$ cat config.mk
export PLATFORM = sky130hd
export DESIGN_NAME = des_cbc_mode_ctrl
export DESIGN_NICKNAME = d
export VERILOG_FILES = /design/src/rtl/des_cbc_mode_ctrl.sv
export SDC_FILE = /design/constraint.sdc
export NUM_CORES = 1
export LEC_CHECK = 0
export CAP_MARGIN = 20
export CELL_PAD_IN_SITES_DETAIL_PLACEMENT = 1
export CELL_PAD_IN_SITES_GLOBAL_PLACEMENT = 2
export CORE_UTILIZATION = 31
export CTS_CLUSTER_DIAMETER = 50
export DETAILED_ROUTE_END_ITERATION = 10
export PLACE_DENSITY = 0.89
export SYNTH_ARGS = -nofsm -noshare
export SYNTH_HDL_FRONTEND = slang
export SYNTH_SLANG_ARGS = --single-unit
$ cat constraint.sdc
create_clock -name clk -period 28.3 [get_ports clk]
set_clock_uncertainty 0.2 [all_clocks]
set_input_delay 2.83 -clock clk [delete_from_list [all_inputs] [get_ports clk]]
set_output_delay 2.83 -clock clk [all_outputs]
set_load 0.005 [all_outputs]
$ cat src/rtl/des_cbc_mode_ctrl.sv
// ============================================================================
// des_cbc_mode_ctrl : ECB/CBC block-mode front end and watchdog for a DES core
// Rev 1.0
// ============================================================================
`default_nettype none

module des_cbc_mode_ctrl #(
  parameter int TIMEOUT_CYCLES = 64,
  parameter int START_HOLDOFF  = 2
) (
  input  logic        clk,
  input  logic        rst,
  input  logic        cfg_cbc,
  input  logic        cfg_decrypt,
  input  logic [63:0] cfg_key,
  input  logic        iv_load,
  input  logic [63:0] iv_in,
  input  logic        in_valid,
  output logic        in_ready,
  input  logic [63:0] in_data,
  output logic        out_valid,
  input  logic        out_ready,
  output logic [63:0] out_data,
  output logic        core_encipher_en,
  output logic        core_decipher_en,
  output logic [63:0] core_data,
  output logic [63:0] core_key,
  input  logic        core_ready,
  input  logic [63:0] core_result,
  output logic        busy,
  output logic        err_timeout
);

  localparam int CW = $clog2(TIMEOUT_CYCLES + 1);
  localparam logic [CW-1:0] C_HOLDOFF      = CW'(START_HOLDOFF);
  localparam logic [CW-1:0] C_TIMEOUT_LAST = CW'(TIMEOUT_CYCLES - 1);

  typedef enum logic [1:0] {
    S_IDLE   = 2'd0,
    S_ISSUE  = 2'd1,
    S_WAIT   = 2'd2,
    S_OUTPUT = 2'd3
  } state_t;

  state_t r_state, w_state_nxt;

  logic          r_cbc, r_dec, r_in_ready, r_enc_en, r_dec_en, r_err;
  logic [63:0]   r_blk, r_chain, r_core_data, r_core_key, r_out_data;
  logic [CW-1:0] r_cnt;

  logic          w_accept, w_iv_load, w_core_hit, w_timeout;
  logic [63:0]   w_chain_eff;

  assign w_accept    = (r_state == S_IDLE) && r_in_ready && in_valid;
  assign w_iv_load   = (r_state == S_IDLE) && iv_load;
  // A same-cycle IV load takes effect for the block being accepted.
  assign w_chain_eff = w_iv_load ? iv_in : r_chain;
  assign w_core_hit  = (r_state == S_WAIT) && core_ready && (r_cnt >= C_HOLDOFF);
  assign w_timeout   = (r_state == S_WAIT) && !w_core_hit && (r_cnt == C_TIMEOUT_LAST);

  always_comb begin
    w_state_nxt = r_state;
    case (r_state)
      S_IDLE:   if (w_accept) w_state_nxt = S_ISSUE;
      S_ISSUE:  w_state_nxt = S_WAIT;
      S_WAIT: begin
        if (w_core_hit)     w_state_nxt = S_OUTPUT;
        else if (w_timeout) w_state_nxt = S_IDLE;
      end
      S_OUTPUT: if (out_ready) w_state_nxt = S_IDLE;
      default:  w_state_nxt = S_IDLE;
    endcase
  end

  always_ff @(posedge clk or posedge rst) begin
    if (rst) begin
      r_state     <= S_IDLE;
      r_in_ready  <= 1'b0;
      r_enc_en    <= 1'b0;
      r_dec_en    <= 1'b0;
      r_err       <= 1'b0;
      r_cbc       <= 1'b0;
      r_dec       <= 1'b0;
      r_blk       <= '0;
      r_chain     <= '0;
      r_core_data <= '0;
      r_core_key  <= '0;
      r_out_data  <= '0;
      r_cnt       <= '0;
    end else begin
      r_state    <= w_state_nxt;
      // in_ready is registered so it stays low through the handshake cycle.
      r_in_ready <= (w_state_nxt == S_IDLE);
      r_enc_en   <= w_accept && !cfg_decrypt;
      r_dec_en   <= w_accept && cfg_decrypt;

      if (w_iv_load) begin
        r_chain <= iv_in;
        r_err   <= 1'b0;
      end

      if (w_accept) begin
        r_blk       <= in_data;
        r_cbc       <= cfg_cbc;
        r_dec       <= cfg_decrypt;
        r_core_key  <= cfg_key;
        r_core_data <= (cfg_cbc && !cfg_decrypt) ? (in_data ^ w_chain_eff) : in_data;
      end

      if (r_state == S_ISSUE) r_cnt <= '0;
      if (r_state == S_WAIT)  r_cnt <= r_cnt + CW'(1);

      if (w_core_hit) begin
        if (r_dec && r_cbc) begin
          r_out_data <= core_result ^ r_chain;
          r_chain    <= r_blk;
        end else begin
          r_out_data <= core_result;
          if (r_cbc) r_chain <= core_result;
        end
      end

      if (w_timeout) r_err <= 1'b1;
    end
  end

  assign in_ready         = r_in_ready;
  assign out_valid        = (r_state == S_OUTPUT);
  assign out_data         = r_out_data;
  assign core_encipher_en = r_enc_en;
  assign core_decipher_en = r_dec_en;
  assign core_data        = r_core_data;
  assign core_key         = r_core_key;
  assign busy             = (r_state != S_IDLE);
  assign err_timeout      = r_err;

endmodule

`default_nettype wire
==> metrics.md <==
| Metric | Value |
|---|---|
| WHS | `between 0.2 and 0.3 ns` |
| Die area | `between 50000 and 60000 sq um` |
| CTS Buf Count | `approximately 50` |
| Outcome | `finished, final reports clean` |
| Worst Path Arrival | `between 5 and 6 ns` |
| Critical Path Most Common Cell | `buf_4` |
| Buffers on Ports | `roughly 460` |
| IO Pins | `462` |
| FILL cells | `a little under 6000` |
| Period minus WS final | `5.71 ns` |
| Largest cells by area after synthesis | `dfrtp_1 53%, nand2_1 12%, mux2i_1 8.1%` |
| Core area | `~50000 sq um` |
| WL/cell | `between 20 and 25 um` |
| Max Clock Freq | `about 180 MHz` |
| Number of global-route vias before repair | `between 15000 and 20000` |
| Gpl congestion | `between 0.7 and 0.8` |
| Die height | `229 um` |
| Count leader, synth | `nand2_1` |
| Fin Setup TNS | `0 ns` |
| RSZ-0062 raised after global routing | `false` |
| Root Driver | `clkbuf_16` |
| PwrDens | `102 nW/um^2` |
| Pre-CTS setup slack | `21.96 ns` |
| Synthesized area per cell | `9.21 sq um` |
| Post-synth net total | `roughly 2000` |
| Synthesized area | `~16000 sq um` |
| Max clock buf depth | `3` |
| Routed vias/inst | `between 4 and 5` |
| DPL Wire Length | `approximately 37000 um` |
| Final Cycle Share | `between 20% and 30%` |
| Worst Path Required | `about 29 ns` |
| Postcts setup bufs | `0` |
| Async SR Flop Fraction | `between 90% and 100%` |
| First-pass GRT wire length | `about 89000 um` |
| Post_cts resized | `0` |
| WL final | `57300 um` |
| Initial antenna violation count | `6` |
| Vias | `about 14000` |
| Critical path endpoint category | `flop` |
| Crit path launch type | `input port` |
| Hold buffers post-CTS | `0` |
| Max Cap Viol | `0` |
| Max-slew violations | `0` |
| Kind of critical path | `in2reg` |
| DR iter-0 viols | `between 400 and 500` |
| Num rows | `slightly above 80` |
| CTS H-tree depth | `2` |
| First-pass iteration count of the detailed router | `4` |
| Slew of the pin with the lowest slew margin | `approximately 1.0 ns` |
| Largest net degree at the start of global routing | `~160` |
| ANT nets after route | `0` |
| Synth warn | `0` |
| Slew Limit Headroom | `between 30 and 40%` |
| Initial core utilization | `a little under a third` |
| Chip width | `approximately 230 um` |
| Overall Global Routing Usage | `between 20% and 30%` |
| Top FF cell, synth | `dfrtp_1` |
| Cell taking the most area after synthesis | `dfrtp_1` |
| Final WS setup | `~23 ns` |
| Most frequent cells after synthesis | `527 x nand2_1, 335 x dfrtp_1, 130 x nor2_1` |
| Synth Instances | `~1700` |
| Yosys cell types | `36` |
| EDFF count, synth | `0` |
| Area growth, synth to finish | `42.4%` |
| Share of cells above drive strength 1 | `5.04%` |
| Yosys reg bits | `between 300 and 400` |
| Count of final hold-check violations | `0` |
| CTS Sinks | `335` |
| Sequential area share after synthesis | `between 50% and 60%` |
| Worst-path clk slew | `0.05 ns` |
| CP max-delay cell | `and2_4` |
| Gr ovfl total | `0` |
| Critical path's largest stage delay | `0.71 ns` |
| Clk_lat worst skew | `approximately 0.57 ns` |
| Worst path cell trace | `clkdlybuf4s50_1, nand2_1, a21oi_4, buf_4, and2_4, buf_4, mux2i_1` |
| Share of the synthesized area in the top cell type | `52.5%` |
| DRC viols | `0` |
| VDD IR max | `just over 0.05 mV` |
| Final setup viols | `0` |
| CTS tree | `built` |
| Hold Path Class | `reg2reg` |
| Final nets | `2415` |
| CP Max Fanout | `81` |
| Static Leak | `between 10 and 15 nW` |
## state kept, by name, summed over array words and instances (netlist names)
name / count
in_ready: 1
r_dec: 1
r_blk: 64
core_encipher_en: 1
r_state: 2
r_chain: 64
out_data: 64
r_cnt: 7
core_decipher_en: 1
err_timeout: 1
r_cbc: 1
core_data: 64
core_key: 64
## path summary, 6_finish.rpt
check	startpoint	end	slack, ns	cells after the start
worst max-delay path	core_ready	r_chain[52]	22.59	7
worst min-delay path	r_blk[35]	r_blk[35]	0.27	2
worst max register to register	r_state[0]	r_chain[52]	24.26	8
worst min register to register	r_blk[35]	r_blk[35]	0.27	2
max in group asynchronous	rst	out_data[20]	23.86	3
min in group asynchronous	rst	in_ready	2.58	2
## stage by stage
step                area (sq um)  total power, mW  util, %  instances
floorplan                  16000             1.24        -       1733
detailed placement         21100             1.73     41.7       2764
global route               22700             2.48     45.0       2854
finish                     22700             2.32     45.1       2855
global placement           21100             1.69     41.7       2764
CTS                        22700             2.36     45.0       2851
## cell type report
| cell class | instances | area (sq um) | area share (%) |
|---|---|---|---|
| Clock inverter | 23 | 234 | 1.03 |
| Multi-Input combinational cell | 1275 | 7080 | 31.1 |
| Antenna cell | 2 | 5.00 | 0.0220 |
| Clock buffer | 64 | 1390 | 6.12 |
| Inverter | 8 | 37.5 | 0.165 |
| Timing Repair Buffer | 476 | 4760 | 20.9 |
| Tap cell | 672 | 841 | 3.70 |
| Sequential cell | 335 | 8390 | 36.9 |
## cell families (layout without fill, tap and decap cells)
kind of cell	Yosys count	count (layout)	share of synthesized area (%)
AOI/OAI and AO/OA	272	272	9.73
xor gates and xnor gates	129	129	7.08
adders and majority gates	6	6	0.470
buffers and inverters	123	571	3.45
DFF	335	335	52.5
muxes	129	129	8.09
other	0	2	0
and+or+nand+nor	739	739	18.7
## where the power goes
part / leakage [nW] / internal (mW) / switching [mW]
Combinational: 5.09 / 0.445 / 0.439
Sequential: 4.14 / 0.696 / 0.135
Clock: 0.785 / 0.374 / 0.236
Total: 10.0 / 1.51 / 0.810
## critical path: cells and delay by family
kind / cells / cell delay (ns)
buffers and inverters: 3 / 1.86
AND/OR/NAND/NOR: 2 / 0.80
multiplexers: 1 / 0.28
AO/OA/AOI/OAI: 1 / 0.13
## per-layer routing
| metal | global-route usage, % | vias up | share of wire [%] |
|---|---|---|---|
| li1 | - | 6477 | - |
| met1 | 25.5 | 6967 | 41 |
| met2 | 38.2 | 360 | 50 |
| met3 | 6.65 | 79 | 6.8 |
| met4 | 6.04 | 8 | 2.0 |
| met5 | 0 | - | 0.087 |
## cell usage in the layout (no fill, tap or decap), types with 2 or more instances in the layout
cell	netlist	layout
buf_4	2	13
a21oi_1	65	65
clkbuf_1	74	4
diode_2	0	2
ha_1	6	5
mux2i_1	129	129
o21ai_0	106	106
xor2_1	129	129
nor2_1	130	130
inv_6	0	4
a21boi_0	64	64
clkdlybuf4s50_1	0	460
a21o_1	2	2
dfrtp_1	335	334
o21ai_1	27	27
and2_4	0	2
and3_1	65	64
clkinv_2	0	6
clkinvlp_4	0	7
bufinv_16	0	3
nand2_1	527	527
or3_1	2	2
clkinv_4	0	3
clkbuf_8	0	11
nand3_1	3	2
clkbuf_16	0	49
buf_12	0	3
inv_1	8	7
nor3_1	2	2
No activity file was read; power rests on OpenSTA's default activity.
